**src/rtl/maze_scene_renderer.sv**
```systemverilog
// maze_scene_renderer: streams maze walls and food for a full frame or one tile, one pixel byte per TFT handshake
module maze_scene_renderer #(
  parameter int GRID_W = 10,
  parameter int GRID_H = 15,
  parameter int TILE_LOG2 = 5,
  parameter int WALL_W = 4,
  parameter int FOOD_W = 8,
  parameter int BPP = 3,
  parameter logic [7:0] WALL_R = 8'h3a,
  parameter logic [7:0] WALL_G = 8'h7b,
  parameter logic [7:0] WALL_B = 8'hd5,
  localparam int TXW = GRID_W > 1 ? $clog2(GRID_W) : 1,
  localparam int TYW = GRID_H > 1 ? $clog2(GRID_H) : 1
) (
  input  logic                               clk,
  input  logic                               rst,
  input  logic                               start,
  input  logic                               tile_mode,
  input  logic [TXW-1:0]                     tile_x,
  input  logic [TYW-1:0]                     tile_y,
  input  logic [GRID_H*(GRID_W+1)-1:0]       v_walls,
  input  logic [(GRID_H+1)*GRID_W-1:0]       h_walls,
  input  logic [2*GRID_W*GRID_H-1:0]         food,
  input  logic                               tft_busy,
  output logic                               tft_dc,
  output logic [7:0]                         tft_data,
  output logic                               tft_transmit,
  output logic                               busy,
  output logic                               done
);
  localparam int T = 1 << TILE_LOG2;
  localparam int XW = $clog2(GRID_W * T);
  localparam int YW = $clog2(GRID_H * T);
  localparam int CW = BPP > 1 ? $clog2(BPP) : 1;
  typedef enum logic [1:0] {IDLE, EMIT, GAP, DONE} state_t;
  state_t state;
  logic [XW-1:0] x, x0, x1;
  logic [YW-1:0] y, y1;
  logic [CW-1:0] ch;
  logic [7:0] pix, base, g;
  logic [1:0] ft;
  logic vl, vr, ht, hb, fd, wall, last;
  int xi, yi, ci, tc, tr, lx, ly;
  assign tft_dc = 1'b1;
  always_comb begin
    xi = int'(x);
    yi = int'(y);
    ci = int'(ch);
    tc = xi >> TILE_LOG2;
    tr = yi >> TILE_LOG2;
    lx = xi % T;
    ly = yi % T;
    vl = 1'(v_walls >> (tr * (GRID_W + 1) + tc));
    vr = 1'(v_walls >> (tr * (GRID_W + 1) + tc + 1));
    ht = 1'(h_walls >> (tr * GRID_W + tc));
    hb = 1'(h_walls >> ((tr + 1) * GRID_W + tc));
    ft = 2'(food >> (2 * (tr * GRID_W + tc)));
    fd = ft != 2'd0 && lx >= T/2 - FOOD_W/2 && lx < T/2 + FOOD_W/2
                    && ly >= T/2 - FOOD_W/2 && ly < T/2 + FOOD_W/2;
    wall = (lx < WALL_W && vl) || (lx >= T - WALL_W && vr)
        || (ly < WALL_W && ht) || (ly >= T - WALL_W && hb);
    g = 8'((2 * xi + 3 * yi) >> 5);
    base = ci == 0 ? WALL_R : ci == 1 ? WALL_G : ci == 2 ? WALL_B : 8'h00;
    pix = fd ? (ci == int'(ft) - 1 ? 8'hff : 8'h00) : wall ? (ci < 2 ? base + g : base) : 8'h00;
    last = ci == BPP - 1 && x == x1 && y == y1;
  end
  always_ff @(posedge clk or posedge rst) begin
    if (rst) begin
      state <= IDLE;
      x <= '0;
      x0 <= '0;
      x1 <= '0;
      y <= '0;
      y1 <= '0;
      ch <= '0;
      tft_data <= 8'h00;
      tft_transmit <= 1'b0;
      busy <= 1'b0;
      done <= 1'b0;
    end else begin
      case (state)
        IDLE: if (start) begin
          if (tile_mode && (int'(tile_x) >= GRID_W || int'(tile_y) >= GRID_H)) begin
            state <= DONE;
            done <= 1'b1;
          end else begin
            x0 <= XW'(tile_mode ? int'(tile_x) * T : 0);
            x <= XW'(tile_mode ? int'(tile_x) * T : 0);
            y <= YW'(tile_mode ? int'(tile_y) * T : 0);
            x1 <= XW'(tile_mode ? int'(tile_x) * T + T - 1 : GRID_W * T - 1);
            y1 <= YW'(tile_mode ? int'(tile_y) * T + T - 1 : GRID_H * T - 1);
            ch <= '0;
            busy <= 1'b1;
            state <= EMIT;
          end
        end
        EMIT: if (!tft_busy) begin
          tft_data <= pix;
          tft_transmit <= 1'b1;
          state <= GAP;
        end
        GAP: begin
          tft_transmit <= 1'b0;
          if (ch == CW'(BPP - 1)) begin
            ch <= '0;
            x <= x == x1 ? x0 : x + 1'b1;
            y <= x == x1 ? y + 1'b1 : y;
          end else begin
            ch <= ch + 1'b1;
          end
          state <= last ? DONE : EMIT;
          done <= last;
          busy <= !last;
        end
        DONE: begin
          done <= 1'b0;
          state <= IDLE;
        end
        default: state <= IDLE;
      endcase
    end
  end
endmodule

```
**config.mk**
```make
export PLATFORM = sky130hd
export DESIGN_NAME = maze_scene_renderer
export DESIGN_NICKNAME = d
export VERILOG_FILES = /design/src/rtl/maze_scene_renderer.sv
export SDC_FILE = /design/constraint.sdc
export NUM_CORES = 1
export LEC_CHECK = 0
export ABC_AREA = 1
export CAP_MARGIN = 20
export CORE_AREA = 2 2 253 255
export DETAILED_ROUTE_END_ITERATION = 10
export DIE_AREA = 0 0 255 257
export PLACE_DENSITY = 0.59
export RECOVER_POWER = 50
export SETUP_SLACK_MARGIN = 0.3
export SLEW_MARGIN = 20
export SYNTH_ARGS = -nofsm -noshare
export SYNTH_HDL_FRONTEND = slang
export SYNTH_SLANG_ARGS = --single-unit
```
**constraint.sdc**
```tcl
create_clock -name clk -period 9.18 [get_ports clk]
set_input_delay 0.918 -clock clk [delete_from_list [all_inputs] [get_ports clk]]
set_output_delay 0.918 -clock clk [all_outputs]
set_load 0.1 [all_outputs]
```
# Word-level counts from Yosys, hierarchy flattened
# Cells that the tools add are included.
word_totals:
  regBits: 60
  inputBits: 638
  output_inout_bits: 12
  wordCells: 131
classes:
  n_addsub: 15
  multipliers: 4
  magnitude_cmp: 11
  eq_ne: 15
  shift: 5
  n_mux: 38
  bitwise: 2
  reduce_logical: 30
ops:
  columns: ["operator", "count"]
  rows:
  - ["right shift 300 x 10 -> 2 bit", 1]
  - ["right shift 165 x 10 -> 1 bit", 1]
  - ["right shift 165 x 32 -> 1 bit", 1]
  - ["right shift 160 x 10 -> 1 bit", 1]
  - ["right shift 160 x 32 -> 1 bit", 1]
  - ["2-to-1 mux 9 bit", 12]
  - ["2-to-1 mux 8 bit", 7]
  - ["case mux 9 bit (2 select lines)", 2]
  - ["adder 8 x 4 -> 9 bit", 2]
  - ["adder 9 x 1 -> 9 bit (second input constant)", 2]
  - ["adder 9 x 6 -> 9 bit (second input constant)", 2]
  - ["== test 9 bit", 2]
  - ["subtractor 9 x 1 -> 9 bit (second input constant)", 2]
  - ["2-to-1 mux 2 bit", 7]
  - ["adder 10 x 11 -> 12 bit", 1]
  - ["!= test 2 bit (second input constant)", 6]
  - ["logical AND 1 bit", 11]
  - ["multiplier 2 x 9 -> 11 bit (first input constant)", 1]
  - ["adder 9 x 1 -> 10 bit (second input constant)", 1]
  - ["adder 9 x 4 -> 10 bit", 1]
  - ["== test 2 bit (second input constant)", 5]
  - ["greater-or-equal comparator 5 x 4 -> 1 bit (second input constant)", 2]
  - ["greater-or-equal comparator 5 bit (second input constant)", 2]
  - ["less-than comparator 5 x 3 -> 1 bit (second input constant)", 2]
  - ["other kinds (27)", 45]

# Longest topological paths before layout
# Gate-level depths: netlist of run 1.
logic_depth:
  word_depth: 10
  ltp_mapped: 25
  ltp_nobuf: 25

# Worst setup path before layout of run 1
# OpenSTA, ideal clock, no wires.
synth_timing:
  path_type: "reg-to-reg"
  start: "reg y[5]"
  end: "reg tft_data[0]"
  setup_time_ns: 0.073
  arrival_ns: 3.721
  required_time_ns: 9.107
  path_slack_ns: 5.386
  path_stages_with_launch: 19
  n_path_buf: 3
  period_less_slack_ns: 3.794
  cell_sequence: "dfrtp_1 -> ha_1 -> fa_1 -> buf_2 -> clkbuf_1 -> buf_1 -> nand2_1 -> nand3_1 -> a21oi_1 -> o41ai_1 -> nand3_1 -> ha_1 -> a21oi_1 -> o2111ai_1 -> nor3_1 -> nand2_1 -> nor2_4 -> nor2_8 -> a21oi_2"
synth_between:
  elab_chain_len: 10
  elab_cells_between_ends: 34
  cone_classes: "add/sub: 8; mul: 4; eq/ne: 1; shift: 5; mux: 4; reduce/logical: 12"
synth_rtl:
  columns: ["item", "line_no", "text"]
  rows:
  - ["start, declared", "38", "logic [YW-1:0] y, y1;"]
  - ["start signal, assigned", "89", "y <= YW'(tile_mode ? int'(tile_y) * T : 0);"]
  - ["start signal, assigned", "107", "y <= x == x1 ? y + 1'b1 : y;"]
  - ["multiplier 4 x 4 -> 8 bit", "53, 54", null]
  - ["adder 8 x 4 -> 9 bit", "53, 54", null]
  - ["adder 9 x 1 -> 10 bit", "54", "vr = 1'(v_walls >> (tr * (GRID_W + 1) + tc + 1));"]
  - ["right shift 165 x 10 -> 1 bit", "54", null]
  - ["logical AND 1 bit", "60", "wall = (lx < WALL_W && vl) || (lx >= T - WALL_W && vr)"]
  - ["logical OR 1 bit", "60", null]
  - ["logical OR 1 bit (2 in a row)", "61", "|| (ly < WALL_W && ht) || (ly >= T - WALL_W && hb);"]
  - ["2-to-1 mux 8 bit", "64", "pix = fd ? (ci == int'(ft) - 1 ? 8'hff : 8'h00) : wall ? (ci < 2 ? base + g : base) : 8'h00;"]
  - ["2-to-1 mux 8 bit *", "64", null]
  - ["end signal, assigned", "98", "tft_data <= pix;"]
  - ["end, declared", "26", "output logic [7:0] tft_data,"]
# Every way passes the cells marked *; elsewhere a longest branch is shown, timed or not.
# A chain may end at the register's enable or synchronous reset.

# Final worst setup path of run 1
layout_timing:
  start: "reg y[5]"
  end: "reg tft_data[4]"
# Same word-level chain as after synthesis.

==> summary.md, run 1 <==
| Metric | Value |
|---|---|
| CTS sink count | between 40 and 50 |
| Crit path time final | roughly 5 ns |
| Max-cap violations | 1 |
| Layout cell share with drive strength beyond 1 | 0.02641 |
| Primary FF master, synth | dfrtp_1 |
| Async set or reset register ratio after synthesis | 1.000 |
| Io pins | 650 |
| Worst path arrival time | ~5.3 ns |
| Antenna-violating nets left | 0 |
| Crit. End Element | flop |
| Grt ovf | 0 |
| H-tree levels | 2 |
| DR vias/cell | between 4 and 5 |
| Reg2reg setup slack | 4.14 ns |
| Post-CTS Hold Fix Bufs | 0 |
| Routed WL per cell | roughly 19 um |
| Cells along the critical path | inv_1 > ha_4 > inv_4 > buf_4 > o21ai_0 > o22ai_1 > nand2_1 > nand3_1 > a21oi_1 > o41ai_1 > nand3_1 > ha_1 > a21oi_1 > o2111ai_1 > nor3_1 > nand2_1 > nor2_4 > nor2_8 > a21oi_2 |
| Net Count, Synth | 3256 |
| Clock Latency Late Sink | 0.30 ns |
| Synth Cell Area | between 10000 and 15000 um2 |
| WL final | roughly 72 mm |
| Remaining DRCs | 0 |
| 1st-iter DRT viols | roughly 1900 |
| CP Class | flop to flop |
| Root Driver | clkbuf_16 |
| CTS resizes | 0 |
| Dpl hpwl | ~56 mm |
| Status | finished with violations |
| Vias | between 15000 and 20000 |
| Worst slew margin | -0.7281 |
| Unrepaired setup endpoints after global routing | false |
| CTS max path bufs | 2 |
| Clock skew | about 0.0088 ns |
| Port-buffer cells | roughly 650 |
| CP max stage cell | dfrtp_1 |
| Synthesized area per cell | about 5.3 um2 |
| Max incr delay on CP | slightly above 0.7 ns |
| Slew @ Worst Pin | approximately 2.6 ns |
| Starting density of the core | 0.2162 |
| Drt pass-1 iters | 6 |
| Worst path required time | around 9.4 ns |
| Final hold viol count | 0 |
| Die Span X | approximately 260 um |
| Placed cells | ~3900 |
| # fillers | 7029 |
| Routability cong. | between 0.9 and 1 |
| Area of the multi-input gates | approximately 11000 um2 |
| Number of global-route vias before repair | 17780 |
| Yosys reg bits | 44 |
| Pin count of the biggest net entering global routing | a little under 200 |
| First-pass GRT wire length | approximately 110 mm |
| Crit share post-route | 0.5489 |
| Antenna violations before repair | 13 |
| Clock slew at reported path FFs | approximately 0.07 ns |
| Final std cells w/o fill | 3883 |
| FF+latch area | 1105 um2 |
| TritonCTS buffer count | 5 |
| HP Class | flop to flop |
| Fmax | between 150 and 200 MHz |
| Cells after Synth | approximately 2500 |
| Count of cell types in the netlist | 60 |
| Final #Nets | 3747 |
| Die ar. | about 66000 um2 |
| Gr usage total | 0.2062 |
| # setup viols final | 0 |
| Failing checks | capacitance limit, slew limit |
| Yosys warns | 0 |
| Area grow syn2layout | 51.00% |
| Setup TNS | 0 ns |
| Post-CTS Setup Bufs | 0 |
| Core area | about 63000 um2 |
| Post-synth EDFFs | 0 |
| Startpoint Class | flop |
| Pins Over Slew Limit | 45 |
| Die Y | ~260 um |
| CTS tree | yes |
| Row cnt | 92 |
| Maximum fanout along the worst path | 66 |
| Sequential element share of the synthesized area | 0.08117 |
[worst max-delay path: cells and delay by family, from the launching register on]
| family | cells | cell delay, ns |
|---|---|---|
| AND/OR/NAND/NOR | 7 | 0.86 |
| flip-flops | 1 | 0.71 |
| AO/OA/AOI/OAI | 7 | 1.26 |
| adder cells (fa/ha/maj) | 2 | 0.66 |
| buffers and inverters | 3 | 1.39 |
[final timing paths]
path,startpoint,end,depth (start not counted)
max in group asynchronous,rst,x[5]$_DFFE_PP0P_,3
worst min register to register,x0[5]$_DFFE_PP0P_,x0[5]$_DFFE_PP0P_,2
worst max register to register,y[5]$_DFFE_PP0P_,tft_data[4]$_DFFE_PP0P_,19
worst max-delay path,y[5]$_DFFE_PP0P_,tft_data[4]$_DFFE_PP0P_,19
worst min-delay path,x0[5]$_DFFE_PP0P_,x0[5]$_DFFE_PP0P_,2
min in group asynchronous,rst,busy$_DFFE_PP0P_,3
[synth_stat cells, drive strengths merged, types with 2 or more instances]
cell     count  area share
nor3         5      0.0026
nand2      922        0.26
dfrtp       44       0.081
nand3b       5      0.0028
clkbuf      41       0.011
xor2        12      0.0097
nand4        9      0.0042
buf        145       0.066
nor4         4      0.0023
nor2        64       0.020
inv        142       0.040
a31oi        5      0.0023
fa          15       0.022
or2          6      0.0028
clkinv       5      0.0014
o31ai        3      0.0017
xnor2       13      0.0084
a32o         4      0.0030
a221o        4      0.0030
a21o         5      0.0028
a2bb2oi      2      0.0013
and2         2     0.00092
o32ai        3      0.0019
a21oi      130       0.052
nand3      721        0.27
a21boi       2      0.0014
a22oi       19       0.011
a221oi       8      0.0052
o211ai      24       0.013
ha          66       0.061
o221ai       4      0.0026
o21ai       88       0.032
o22ai        6      0.0028
[area by class of cell]
| type | instances | area share |
|---|---|---|
| Antenna cell | 8 | 0.0009773 |
| Clock buffer | 6 | 0.006292 |
| Clock inverter | 2 | 0.0007941 |
| Inverter | 147 | 0.02749 |
| Multi-Input combinational cell | 2160 | 0.5331 |
| Sequential cell | 44 | 0.05394 |
| Tap cell | 846 | 0.05168 |
| Timing Repair Buffer | 670 | 0.3258 |
[cells by family after synthesis]
| group | after synthesis | share of synthesized area |
|---|---|---|
| other | 1 | 0.0002764 |
| buffers and inverters | 333 | 0.1184 |
| XOR/XNOR | 25 | 0.01808 |
| flip-flops | 44 | 0.08117 |
| AO/OA/AOI/OAI | 313 | 0.1399 |
| adder cells (fa/ha/maj) | 81 | 0.08301 |
| AND/OR/NAND/NOR | 1740 | 0.5591 |
[sequential cells by signal, summed over array words and instances (netlist names), 2 cells and up]
register and count:
ch 2, state 2, tft_data 8, x 9, x0 2, x1 5
y 9, y1 4
[per-layer routing]
layer	part of all wire	global-route usage
met2	0.48	0.3494
met5	0.00097	0
met1	0.45	0.2800
met3	0.063	0.02681
met4	0.016	0.03639
[layout by cell type (no fill, tap or decap), types with 9 or more instances in the layout]
cell             instances
a21oi_1                117
a21oi_2                 12
a22oi_1                 19
buf_4                   19
clkdlybuf4s50_1        643
dfrtp_1                 43
fa_1                    14
ha_1                    63
inv_1                  132
nand2_1                917
nand3_1                720
nand4_1                  9
nor2_1                  60
o211ai_1                24
o21ai_0                 77
o21ai_1                 11
xnor2_1                 12
xor2_1                   9
[stage by stage]
| stage | instance area, um2 | hold slack [ns] | setup WS (ns) | util |
|---|---|---|---|---|
| floorplan | 13570 | 0.4439 | 5.386 | - |
| global placement | 20320 | 0.4622 | 4.233 | 0.3239 |
| detailed placement | 20320 | 0.4625 | 4.158 | 0.3239 |
| CTS | 20470 | 0.4813 | 4.105 | 0.3262 |
| global route | 20480 | 0.4980 | 3.600 | 0.3265 |
| finish | 20480 | 0.4814 | 4.142 | 0.3265 |
Power of run 1 is not shown: default switching activity piles up to over one toggle a cycle in this logic, so the estimate is an artifact.
==> inputs of run 2 (changes only) <==
--- a/config.mk
+++ b/config.mk
@@ -10,7 +10,7 @@
 export CORE_AREA = 2 2 253 255
 export DETAILED_ROUTE_END_ITERATION = 10
 export DIE_AREA = 0 0 255 257
-export PLACE_DENSITY = 0.59
+export PLACE_DENSITY = 0.61
 export RECOVER_POWER = 50
 export SETUP_SLACK_MARGIN = 0.3
 export SLEW_MARGIN = 20
==> constraint.sdc (replaced) <==
create_clock -name clk -period 4.35 [get_ports clk]
set_input_delay 0.435 -clock clk [delete_from_list [all_inputs] [get_ports clk]]
set_output_delay 0.435 -clock clk [all_outputs]
set_load 0.1 [all_outputs]
==> run 2 against run 1 <==
  * The run still ends with capacitance limit, slew limit left
  * Sequential cell count is the same
  * Setup slack lost 3.7 ns
  * Die area unchanged
  * Routed wire length up 4.1%
  * Cell area is 3.9% higher
  * Core utilization grew 1.3 points
  * Fmax is 29% higher
  * Clock-buffer cell count did not move
  * Non-clock buffer count increased by 53
  * Register-to-register slack got worse by 3.7 ns
  * Sequential share of layout area fell by 0.18 points
  * Worst hold slack better by 0.0043 ns
  * Critical path type unchanged
  * Highest routed layer unchanged
==> summary.md, run 2 (synthesis results as in run 1) <==
| Metric | Value |
|---|---|
| Status | finished with violations |
| Failing checks | capacitance limit, slew limit |
| Clock skew | between 0.01 and 0.015 ns |
| CTS sink count | 44 |
| Starting density of the core | 0.2162 |
| Die Span X | between 200 and 300 um |
| 1st-iter DRT viols | 1900 |
| Startpoint Class | flop |
| Util after Layout | 0.3393 |
| Dpl hpwl | approximately 60 mm |
| Worst Reg-to-Reg Cells | 19 |
| Root Driver | clkbuf_16 |
| Reg2reg setup slack | between 0.4 and 0.5 ns |
| Die ar. | between 60000 and 70000 um2 |
| H-tree levels | 2 |
| Routability cong. | 0.9211 |
| Grt ovf | 0 |
| WL final | ~75 mm |
| Maximum fanout along the worst path | 8 |
| Crit. End Element | flop |
| Final #Nets | between 3000 and 4000 |
| Row cnt | 92 |
| Area grow syn2layout | 56.92% |
| Crit path from | y[5]$_DFFE_PP0P_ |
| Fmax | 255.8 MHz |
| Top Registers | x: 9 flops, y: 9 flops, tft_data: 8 flops |
| Crit path depth | 19 |
| Clock Latency Late Sink | 0.29 ns |
| Clock slew at reported path FFs | approximately 0.07 ns |
| Pins Over Slew Limit | 45 |
| Slew @ Worst Pin | approximately 2.6 ns |
| Vias | 19450 |
| Unrepaired setup endpoints after global routing | false |
| Routed WL per cell | about 19 um |
| Remaining DRCs | 0 |
| Worst reg2reg startpoint | y[5]$_DFFE_PP0P_ |
| Pin count of the biggest net entering global routing | around 160 |
| Core area | 62740 um2 |
| CP Class | flop to flop |
| Number of global-route vias before repair | 18050 |
| HP Class | flop to flop |
| Worst path required time | ~4.6 ns |
| # fillers | a little under 7000 |
| TritonCTS buffer count | 5 |
| Max-cap violations | 1 |
| Crit share post-route | 0.8987 |
| Placed cells | between 3000 and 4000 |
| Final std cells w/o fill | slightly below 4000 |
| CTS tree | yes |
| Antenna violations before repair | 13 |
| Crit path time final | between 3 and 4 ns |
| Setup crit end | tft_data[5]$_DFFE_PP0P_ |
| First-pass GRT wire length | 109.0 mm |
| Worst path arrival time | roughly 4.1 ns |
| Antenna-violating nets left | 0 |
| Worst slew margin | -0.7275 |
| Layout cell share with drive strength beyond 1 | 0.05514 |
| Gr usage total | 0.2143 |
| CP max stage cell | fa_2 |
| CTS max path bufs | 2 |
| # setup viols final | 0 |
| Cells along the critical path | buf_4 > ha_1 > ha_1 > fa_2 > inv_2 > o21bai_1 > nand2_2 > inv_2 > nand3_1 > nand3_2 > nand2_2 > ha_2 > a21oi_2 > o2111ai_2 > nor3_2 > nand2_1 > nor2_4 > nor2_8 > a21oi_2 |
| Commonest non-fill, non-tap cell in the layout | nand2_1 |
| WP buf/inv | 3 |
| Most frequent cells in the layout | nand2_1, nand3_1, clkdlybuf4s50_1 |
| DR vias/cell | a little under 5 |
| Port-buffer cells | between 600 and 700 |
| Drt pass-1 iters | 7 |
| Die Y | about 260 um |
| Io pins | 650 |
| CP top delay family | adder cells |
| Max incr delay on CP | roughly 0.6 ns |
| Reg2reg end | tft_data[5]$_DFFE_PP0P_ |
| Final hold viol count | 0 |
| Setup TNS | 0 ns |
[run 2: cell types whose count changed in the layout (fill, tap and decap cells not counted), moves of 3 or more]
cell     previous run  this run
ha_1               63        57
inv_6               1         4
buf_4              19        56
a21oi_2            12        16
nand3_2             1         8
nand3_1           720       713
dfrtp_2             0         4
a21oi_1           117       113
dfrtp_1            43        39
nand2_2             5         8
inv_1             132       128
nand2_1           917       912
buf_12              2        12
ha_4                2         6
[run 2: worst min-delay path by stage]
stage | to | cells after the start | startpoint
6_report | x0[5]$_DFFE_PP0P_ | 2 | x0[5]$_DFFE_PP0P_
5_1_grt | x1[5]$_DFFE_PP0P_ | 2 | x1[5]$_DFFE_PP0P_
2_1_floorplan | x0[5]$_DFFE_PP0P_ | 2 | x0[5]$_DFFE_PP0P_
3_3_place_gp | x0[5]$_DFFE_PP0P_ | 2 | x0[5]$_DFFE_PP0P_
3_5_place_dp | x0[5]$_DFFE_PP0P_ | 2 | x0[5]$_DFFE_PP0P_
4_1_cts | x0[5]$_DFFE_PP0P_ | 2 | x0[5]$_DFFE_PP0P_
[run 2: layout make-up]
cell class	count	area, um2	area share
clock inverter	2	35.03	0.001646
clock buffer	6	128.9	0.006054
timing repair buffer	723	7257	0.3409
sequential	44	1110	0.05214
tap	846	1059	0.04973
multi-input combinational	2160	11090	0.5209
inverter	147	585.6	0.02751
timing repair inverter	1	8.758	0.0004114
antenna	6	15.01	0.0007053
[run 2: stage by stage]
stage	setup WS [ns]	hold WS (ns)	area, um2
2_1_floorplan	0.5564	0.4439	13570
3_3_place_gp	0.3089	0.4655	20760
3_5_place_dp	0.2007	0.4707	20760
4_1_cts	0.3238	0.4867	20940
5_1_grt	0.2341	0.5301	21280
6_report	0.4407	0.4857	21290
[run 2: layer usage]
metal,part of all wire,vias up,track usage
li1,-,9638,-
met1,0.43,8910,0.2879
met2,0.46,805,0.3525
met3,0.081,88,0.04380
met4,0.020,10,0.04256
met5,0.00084,-,0
[run 2: what timing repair did]
item	4_1_cts	5_1_grt
endpoints found under the setup margin	8	8
pin swaps	1	16
gates cloned	0	2
setup buffers	1	11
resized for setup	3	58
hold buffers	0	0
[run 2: tightest hold or removal path: stages, from the launching register on]
cell,delay (ns)
dfrtp_1,0.35
nand2_1,0.05
nand2_1,0.05
Power of run 2 is left out for the same reason.
==> inputs of run 3 (changes only) <==
--- a/config.mk
+++ b/config.mk
@@ -12,7 +12,6 @@
 export DIE_AREA = 0 0 255 257
 export PLACE_DENSITY = 0.61
 export RECOVER_POWER = 50
-export SETUP_SLACK_MARGIN = 0.3
 export SLEW_MARGIN = 20
 export SYNTH_ARGS = -nofsm -noshare
 export SYNTH_HDL_FRONTEND = slang
==> run 3 against run 2 <==
  * The flow still finishes with violations (capacitance limit, slew limit)
  * Final cell count down 0.33%
  * Register-to-register slack worse by 0.09 ns
  * Critical path depth is 3 lower
  * Sequential share of layout area increased by 0.060 points
  * Core utilization shrank 0.53 points
  * Cell area is 1.6% lower
  * Sequential cell count did not move
  * Non-clock buffer count is 11 lower
  * Clock-buffer cell count is the same
  * Fmax is 2.2% lower
  * Clock skew about the same
  * Critical path type unchanged
  * Critical endpoint unchanged
  * Highest routed layer unchanged
==> summary.md, run 3 (synthesis results as in run 1) <==
| Metric | Value |
|---|---|
| Status | finished with violations |
| Failing checks | capacitance limit, slew limit |
| CP max stage cell | fa_4 |
| Worst slew margin | -0.7273 |
| Remaining DRCs | 0 |
| TritonCTS buffer count | 5 |
| CTS max path bufs | 2 |
| Port-buffer cells | about 650 |
| Startpoint Class | flop |
| # setup viols final | 0 |
| Crit path time final | approximately 4 ns |
| Placed cells | between 3000 and 4000 |
| Pins Over Slew Limit | 45 |
| Routed WL per cell | roughly 19 um |
| Layout cell share with drive strength beyond 1 | 0.03973 |
| CTS tree | yes |
| Clock slew at reported path FFs | 0.07 ns |
| Most frequent cells in the layout | nand2_1, nand3_1, clkdlybuf4s50_1 |
| Drt pass-1 iters | 6 |
| Antenna violations before repair | 13 |
| Die Y | between 200 and 300 um |
| First-pass GRT wire length | 108.9 mm |
| Clock skew | between 0.01 and 0.015 ns |
| Max incr delay on CP | ~0.8 ns |
| Slew @ Worst Pin | ~2.6 ns |
| Final setup margin | around 0.35 ns |
| Die ar. | about 66000 um2 |
| Worst reg2reg startpoint | y[5]$_DFFE_PP0P_ |
| Worst path required time | roughly 4.6 ns |
| Area grow syn2layout | 54.45% |
| Antenna-violating nets left | 0 |
| Cells along the critical path | ha_1 > fa_4 > buf_6 > nand2_1 > nand3_1 > a21oi_1 > o41ai_1 > nand3_1 > ha_1 > a21oi_1 > o2111ai_1 > nor3_1 > nand2_1 > nor2_4 > nor2_8 > a21oi_2 |
| DR vias/cell | 4.927 |
| Final hold viol count | 0 |
| 1st-iter DRT viols | roughly 1900 |
| Io pins | 650 |
| Commonest non-fill, non-tap cell in the layout | nand2_1 |
| Fmax | 250.3 MHz |
| Clock Latency Late Sink | roughly 0.29 ns |
| Routability cong. | roughly 0.92 |
| Core area | roughly 63000 um2 |
| Hold slack final | ~0.5 ns |
| Max-cap violations | 1 |
| H-tree levels | 2 |
| Maximum fanout along the worst path | 51 |
| Reg2reg end | tft_data[5]$_DFFE_PP0P_ |
| Starting density of the core | 0.2162 |
| Vias | approximately 19000 |
| HP Class | flop to flop |
| WL final | about 75 mm |
| Reg2reg setup slack | ~0.35 ns |
| Crit. End Element | flop |
| Root Driver | clkbuf_16 |
| Top Registers | x: 9 flops, y: 9 flops, tft_data: 8 flops |
| CP Class | flop to flop |
| Hold Path Sink | x0[5]$_DFFE_PP0P_ |
| Place WS | about 0.20 ns |
| Pin count of the biggest net entering global routing | 163 |
| Dpl hpwl | slightly below 60 mm |
| Grt ovf | 0 |
| Final std cells w/o fill | slightly below 4000 |
| WP buf/inv | 1 |
| Die Span X | ~260 um |
| CP top delay family | adder cells |
| Gr usage total | 0.2141 |
| Crit share post-route | 0.9185 |
| Number of global-route vias before repair | ~18000 |
| Min-delay src | x0[5]$_DFFE_PP0P_ |
| Post-CTS Hold Fix Bufs | 0 |
| Row cnt | 92 |
| Final #Nets | 3789 |
| Worst path arrival time | about 4.2 ns |
| Hold depth | 2 |
| CTS sink count | 44 |
| Worst Reg-to-Reg Cells | 16 |
| # fillers | around 7000 |
-- run 3: worst max path at each step --
| stage | depth (start not counted) | startpoint | slack [ns] | endpoint |
|---|---|---|---|---|
| after CTS | 19 | y[5]$_DFFE_PP0P_ | 0.17 | tft_data[5]$_DFFE_PP0P_ |
| after global placement | 19 | y[5]$_DFFE_PP0P_ | 0.31 | tft_data[0]$_DFFE_PP0P_ |
| final | 16 | y[5]$_DFFE_PP0P_ | 0.35 | tft_data[5]$_DFFE_PP0P_ |
| after detailed placement | 19 | y[5]$_DFFE_PP0P_ | 0.20 | tft_data[5]$_DFFE_PP0P_ |
| after floorplan | 18 | y[5]$_DFFE_PP0P_ | 0.56 | tft_data[0]$_DFFE_PP0P_ |
| after global routing | 19 | y[6]$_DFFE_PP0P_ | -0.00006 | tft_data[5]$_DFFE_PP0P_ |
-- run 3: layout make-up --
class,instances,area [um2],area share
multi-input cells,2160,10920,0.5212
inverters,147,566.8,0.02705
clock inverters,2,35.03,0.001672
flip-flops and latches,44,1105,0.05273
well taps,846,1059,0.05052
repair buffers,712,7126,0.3401
clock buffers,6,128.9,0.006151
diodes,5,12.51,0.0005972
-- run 3: through the flow --
step	setup TNS [ns]	area, um2	utilization
after floorplan	0	13570	-
after global placement	0	20760	0.3309
after detailed placement	0	20760	0.3309
after CTS	0	20920	0.3335
after global routing	-0.00006217	20950	0.3339
final	0	20950	0.3340
-- run 3: layer usage --
layer,share of wire,up-vias,track usage
li1,-,9609,-
met1,0.44,8845,0.2879
met2,0.46,774,0.3522
met3,0.080,85,0.04380
met4,0.019,10,0.04256
met5,0.00083,-,0
-- run 3: worst reg2reg max path, cell delays in order (launching register included) --
cell	delay (ns)
dfrtp_1	0.48
ha_1	0.27
fa_4	0.79
buf_6	0.35
nand2_1	0.15
nand3_1	0.10
a21oi_1	0.08
o41ai_1	0.35
nand3_1	0.19
ha_1	0.23
a21oi_1	0.12
o2111ai_1	0.16
nor3_1	0.17
nand2_1	0.11
nor2_4	0.17
nor2_8	0.08
a21oi_2	0.14
-- run 3: timing repair --
item,CTS,global route
setup endpoints to repair,0,8
buffers inserted,0,2
gates resized for setup,0,6
Power of run 3 is left out for the same reason.
